--- src/rtl/mem_arbiter_if.sv ---
// Device-side memory request bus shared by fetch (dev0) and decode (dev1).
// The requesters drive the master modport, the arbiter sits on the slave modport.
interface mem_arbiter_if #(
  parameter int AW = 10,
  parameter int DW = 32
);
  logic [AW-1:0] device_1_mem_addr;
  logic [DW-1:0] device_1_mem_di;
  logic [AW-1:0] device_2_mem_addr;
  logic [DW-1:0] device_2_mem_di;
  logic [3:0]    device_2_bank_select;
  logic [1:0]    devices_burst_en;
  logic [1:0]    devices_mem_we;
  logic [1:0]    devices_mem_en;
  logic [1:0]    devices_do_ack;
  logic [DW-1:0] mem_do;

  modport master (
    output device_1_mem_addr, device_1_mem_di,
    output device_2_mem_addr, device_2_mem_di, device_2_bank_select,
    output devices_burst_en, devices_mem_we, devices_mem_en,
    input  devices_do_ack, mem_do
  );

  modport slave (
    input  device_1_mem_addr, device_1_mem_di,
    input  device_2_mem_addr, device_2_mem_di, device_2_bank_select,
    input  devices_burst_en, devices_mem_we, devices_mem_en,
    output devices_do_ack, mem_do
  );
endinterface

--- src/rtl/mem_arbiter.sv ---
// Round-robin arbiter letting fetch (dev0, read-only) and decode (dev1, byte-lane
// writes) share one synchronous single-port RAM, with optional incrementing bursts.
//
//  state | meaning
//  IDLE  | no access; arbitrate and latch the winner's request
//  ISSUE | RAM strobe for the current beat
//  WAIT  | read data returning from RAM, captured into mem_do
//  ACK   | one-cycle do_ack to the granted device; continue burst or go idle
module mem_arbiter #(
  parameter int AW        = 10,
  parameter int DW        = 32,
  parameter int BURST_LEN = 4
) (
  input  logic          clk,
  input  logic          reset,
  mem_arbiter_if.slave  bus,
  output logic          ram_en,
  output logic          ram_we,
  output logic [3:0]    ram_be,
  output logic [AW-1:0] ram_addr,
  output logic [DW-1:0] ram_di,
  input  logic [DW-1:0] ram_do
);
  typedef enum logic [1:0] {IDLE, ISSUE, WAIT, ACK} state_t;
  localparam int BW = (BURST_LEN > 1) ? $clog2(BURST_LEN) : 1;

  state_t        state, state_nxt;
  logic          grant, last_grant, pick, burst_go;
  logic          we_q, burst_q;
  logic [BW-1:0] beat;
  logic [AW-1:0] addr_q;
  logic [DW-1:0] di_q, mem_do_q;
  logic [3:0]    be_q;
  logic [1:0]    en;

  // Fetch never writes: its data input and write bit have no effect.
  logic unused_inputs;
  assign unused_inputs = ^{bus.device_1_mem_di, bus.devices_mem_we[0]};

  assign en         = bus.devices_mem_en;
  assign bus.mem_do = mem_do_q;

  // On a tie the device that was not served last wins.
  always_comb begin
    pick     = (en == 2'b11) ? ~last_grant : en[1];
    burst_go = burst_q && (int'(beat) < BURST_LEN - 1) && en[grant];
  end

  always_ff @(posedge clk or posedge reset) begin
    if (reset) state <= IDLE;
    else       state <= state_nxt;
  end

  always_comb begin
    state_nxt = state;
    unique case (state)
      IDLE:    if (|en) state_nxt = ISSUE;
      ISSUE:   state_nxt = we_q ? ACK : WAIT;
      WAIT:    state_nxt = ACK;
      ACK:     state_nxt = burst_go ? ISSUE : IDLE;
      default: state_nxt = IDLE;
    endcase
  end

  always_comb begin
    ram_en             = 1'b0;
    ram_we             = 1'b0;
    ram_be             = 4'h0;
    ram_addr           = '0;
    ram_di             = '0;
    bus.devices_do_ack = 2'b00;
    if (state == ISSUE) begin
      ram_en   = 1'b1;
      ram_we   = we_q;
      ram_be   = we_q ? be_q : 4'hF;
      ram_addr = addr_q;
      ram_di   = di_q;
    end
    if (state == ACK) bus.devices_do_ack = grant ? 2'b10 : 2'b01;
  end

  always_ff @(posedge clk or posedge reset) begin
    if (reset) begin
      grant      <= 1'b0;
      last_grant <= 1'b1;
      beat       <= '0;
      addr_q     <= '0;
      we_q       <= 1'b0;
      di_q       <= '0;
      be_q       <= 4'h0;
      burst_q    <= 1'b0;
      mem_do_q   <= '0;
    end else begin
      unique case (state)
        IDLE: if (|en) begin
          grant   <= pick;
          addr_q  <= pick ? bus.device_2_mem_addr : bus.device_1_mem_addr;
          we_q    <= pick & bus.devices_mem_we[1];
          di_q    <= pick ? bus.device_2_mem_di : '0;
          be_q    <= bus.device_2_bank_select;
          burst_q <= bus.devices_burst_en[pick];
          beat    <= '0;
        end
        WAIT: mem_do_q <= ram_do;
        ACK: begin
          last_grant <= grant;
          if (burst_go) begin
            beat   <= beat + 1'b1;
            addr_q <= addr_q + 1'b1;
            if (grant) begin
              di_q <= bus.device_2_mem_di;
              be_q <= bus.device_2_bank_select;
            end
          end
        end
        default: ;
      endcase
    end
  end
endmodule

--- src/flat_wrapper.sv ---
// flat-port wrapper written by rule: the top's interface ports become plain ports
module mem_arbiter_flat 
#(
  parameter int AW        = 10,
  parameter int DW        = 32,
  parameter int BURST_LEN = 4
)
  (clk, reset, ram_en, ram_we, ram_be, ram_addr, ram_di, ram_do, bus_device_1_mem_addr, bus_device_1_mem_di, bus_device_2_mem_addr, bus_device_2_mem_di, bus_device_2_bank_select, bus_devices_burst_en, bus_devices_mem_we, bus_devices_mem_en, bus_devices_do_ack, bus_mem_do);
  mem_arbiter_if #(.AW(AW), .DW(DW)) bus_i ();
  input  logic clk;
  input  logic reset;
  output logic ram_en;
  output logic ram_we;
  output logic [3:0] ram_be;
  output logic [AW-1:0] ram_addr;
  output logic [DW-1:0] ram_di;
  input  logic [DW-1:0] ram_do;
  input wire logic [$bits(bus_i.device_1_mem_addr)-1:0] bus_device_1_mem_addr;
  input wire logic [$bits(bus_i.device_1_mem_di)-1:0] bus_device_1_mem_di;
  input wire logic [$bits(bus_i.device_2_mem_addr)-1:0] bus_device_2_mem_addr;
  input wire logic [$bits(bus_i.device_2_mem_di)-1:0] bus_device_2_mem_di;
  input wire logic [$bits(bus_i.device_2_bank_select)-1:0] bus_device_2_bank_select;
  input wire logic [$bits(bus_i.devices_burst_en)-1:0] bus_devices_burst_en;
  input wire logic [$bits(bus_i.devices_mem_we)-1:0] bus_devices_mem_we;
  input wire logic [$bits(bus_i.devices_mem_en)-1:0] bus_devices_mem_en;
  output wire logic [$bits(bus_i.devices_do_ack)-1:0] bus_devices_do_ack;
  output wire logic [$bits(bus_i.mem_do)-1:0] bus_mem_do;
  assign bus_i.device_1_mem_addr = bus_device_1_mem_addr;
  assign bus_i.device_1_mem_di = bus_device_1_mem_di;
  assign bus_i.device_2_mem_addr = bus_device_2_mem_addr;
  assign bus_i.device_2_mem_di = bus_device_2_mem_di;
  assign bus_i.device_2_bank_select = bus_device_2_bank_select;
  assign bus_i.devices_burst_en = bus_devices_burst_en;
  assign bus_i.devices_mem_we = bus_devices_mem_we;
  assign bus_i.devices_mem_en = bus_devices_mem_en;
  assign bus_devices_do_ack = bus_i.devices_do_ack;
  assign bus_mem_do = bus_i.mem_do;
  mem_arbiter #(.AW(AW), .DW(DW), .BURST_LEN(BURST_LEN)) u_core (.clk(clk), .reset(reset), .bus(bus_i), .ram_en(ram_en), .ram_we(ram_we), .ram_be(ram_be), .ram_addr(ram_addr), .ram_di(ram_di), .ram_do(ram_do));
endmodule
--- config.mk ---
export PLATFORM = sky130hd
export DESIGN_NAME = mem_arbiter_flat
export DESIGN_NICKNAME = d
export VERILOG_FILES = /design/src/rtl/mem_arbiter_if.sv /design/src/rtl/mem_arbiter.sv /design/src/flat_wrapper.sv
export SDC_FILE = /design/constraint.sdc
export NUM_CORES = 1
export LEC_CHECK = 0
export BUFFER_PORTS_ARGS = -buffer_cell sky130_fd_sc_hd__buf_4
export CORE_MARGIN = 4
export CORE_UTILIZATION = 46
export DETAILED_ROUTE_END_ITERATION = 8
export GPL_TIMING_DRIVEN = 0
export PLACE_DENSITY = 0.8
export SETUP_SLACK_MARGIN = 0.15
export SLEW_MARGIN = 20
export SYNTH_ARGS = -nofsm -noshare
export SYNTH_HDL_FRONTEND = slang
export SYNTH_SLANG_ARGS = --single-unit
export TNS_END_PERCENT = 20
--- constraint.sdc ---
create_clock -name clk -period 3.1 [get_ports clk]
set_input_delay 0.62 -clock clk [delete_from_list [all_inputs] [get_ports clk]]
set_output_delay 0.62 -clock clk [all_outputs]
set_load 0.1 [all_outputs]
==> qor.yml <==
status: "finished, final reports clean"
io_buffers: 176
syn-cell-area_um2: 4060
post-route-period-util_pct: 84.4
grt_pass1_wl_mm: 16.2
clk_pin_slew_ns: 0.09
cts_made_buffers: 9
routedWlPerCell_um: 16.6
firstDrtPassIters: 4
clk_latency_ns: 0.34
rsz0062_at_grt: "false"
worst_pin_slew_ns: 0.695
synth.yosys.seq_area_share_pct: 53.0
slew_viol_final: 0
worst_ep_arrival_time_ns: 2.00
core_um2: 8640
rrSetupSlack_ns: 1.01
dp_hpwl_mm: 8.02
htree_levels: 3
antenna_cells: 0
rows: 34
wirelength_mm: 10.5
ant_nets: 0
grt_pass1_vias: 3336
yosys_warnings: 0
grt_usage_pct: 19.8
crit_fanout: 12
post_cts_buffers: 0
drc_errors: 0
dieWidth_um: 102
max_freq_mhz: 382
hold_viol_final: 0
synthCells: 330
first_iter_violations: 159
seqCellArea_um2: 2150
syn-num-nets: 465
ctsRootBufferMaster: "clkbuf_8"
ctsHoldBuffers: 0
dp_slack_ns: 0.471
synth_cell_type_count: 45
setup_slack_ns: 0.484
synthToLayoutAreaGrowth_pct: 42.0
cpPeakStageDelay_ns: 0.40
min_path_type: "in -> async"
antenna_found_initial: 0
io_pins: 210
grt_remaining_overflow: 0
start_util_pct: 47.0
tritoncts: "built"
ys_ff_latch: 86
finalSetupViolCount: 0
path_delay_family: "buffers and inverters"
clockBufferDepth: 2
critPathSlowestCell: "dfrtp_1"
ys_async_sr_fraction_pct: 100
multiInputGateArea_um2: 1780
critPathKind: "reg -> out"
vias: 3292
period_needed_ns: 2.62
synth_ff_type: "dfrtp_1"
critPathLaunchType: "flip-flop"
grt_max_degree: 48
cp-end-kind: "primary output"
fillers: 683
fin_nets: 652
fin_setup_tns_ns: 0
viasPerCell: 5.23
chipHeight_um: 102
skew_ns: 0.00957
dieArea_um2: 10400
synth_edf_count: 0
worstPathCellList: "inv_1 > ha_2 > clkbuf_1 > and2_1 > buf_4"
gp_congestion: 0.842
worstPathRequired_ns: 2.48
layout-drive-gt1-share_pct: 49.1
critPathBufInv: 3
avgSynthCellArea_um2: 12.3
clock_sinks: 86
slew-limit-headroom_pct: 53.4
cap_violations: 0
timing repair:
item | in CTS | in global routing
hold endpoints to repair | 0 | 0
setup endpoints to repair | 10 | 40
resized for setup | 1 | 0
cell usage in the layout, fill, tap and decap left out, types with 3 or more instances in the layout:
master and n:
nand4_1 4, nand3_1 5, ha_1 6, mux2i_1 9
inv_1 7, nand2b_1 3, o21ai_0 10, mux2_2 40
a21oi_1 7, and2_1 45, buf_6 6, a22o_1 33
clkbuf_8 9, a22o_4 3, nand2_1 12, a21boi_2 5
buf_4 177, clkbuf_1 10, nor2_1 4, dfrtp_1 85
final timing paths:
check	from	to	cells past startpoint
min	reset	u_core.bus.mem_do[22]	2
max	u_core.state[1]	ram_di[24]	5
max in group asynchronous	reset	u_core.last_grant	3
min in group clk	bus_device_2_mem_di[16]	u_core.di_q[16]	2
min reg2reg	u_core.beat[0]	u_core.beat[0]	1
max reg2reg	u_core.state[0]	u_core.be_q[3]	6
stage by stage:
step,utilization (%),std cells,area [µm²],hold slack (ns)
after floorplan,-,330,4080,0.446
after global placement,64.1,614,5540,0.462
after detailed placement,64.4,615,5560,0.476
after CTS,66.8,630,5770,0.348
after global routing,66.8,629,5770,0.377
final,66.8,629,5770,0.344
metal layers:
| metal | up-vias | part of all wire, % | track usage [%] |
|---|---|---|---|
| li1 | 1562 | - | - |
| met3 | 12 | 7.5 | 4.64 |
| met5 | - | 0 | 0 |
| met4 | 0 | 1.5 | 6.76 |
| met2 | 153 | 48 | 31.9 |
| met1 | 1565 | 43 | 26.3 |
flip-flops by register name (all words and copies together) (netlist names):
| name | cells |
|---|---|
| u_core.addr_q | 10 |
| u_core.state | 2 |
| u_core.we_q | 1 |
| u_core.di_q | 32 |
| u_core.last_grant | 1 |
| u_core.grant | 1 |
| u_core.burst_q | 1 |
| u_core.bus.mem_do | 32 |
| u_core.be_q | 4 |
| u_core.beat | 2 |
synth_stat cells (2+ instances only):
cell type,number,area (µm²)
nor2b_1,2,12.5
nor4_1,2,12.5
mux2i_1,9,90.1
o22ai_1,2,12.5
and2_1,45,282
a21boi_0,5,37.5
nor3_1,2,10.0
o21ai_0,10,50.1
mux2_2,40,450
nand2_1,12,45.0
and3_1,2,12.5
clkbuf_1,11,41.3
inv_1,8,30.0
a22o_1,33,289
a22o_4,3,52.6
nor2_1,4,15.0
buf_6,6,67.6
nand3_1,5,25.0
nand4_1,4,25.0
a21oi_1,7,35.0
dfrtp_1,85,2130
a31oi_1,2,12.5
ha_1,7,87.6
nand2b_1,3,18.8
cell type report:
cell class | instances | share of cell area (%)
Buffer | 18 | 2.06
Inverter | 8 | 0.564
Clock inverter | 5 | 1.45
Sequential cell | 86 | 37.3
Clock buffer | 10 | 2.21
Tap cell | 108 | 2.34
Multi-Input combinational cell | 217 | 30.8
Timing Repair Buffer | 177 | 23.3
cell families after synthesis:
| family | Yosys count | share of synthesized area (%) |
|---|---|---|
| AOI/OAI and AO/OA | 73 | 14.9 |
| DFF | 86 | 53.0 |
| and+or+nand+nor | 87 | 12.7 |
| muxes | 50 | 13.6 |
| adders and majority gates | 7 | 2.16 |
| buffers and inverters | 27 | 3.73 |
Power is left out: the tool's default activity adds up to more than one toggle a clock period on the data nets, which glitch-free logic cannot reach.
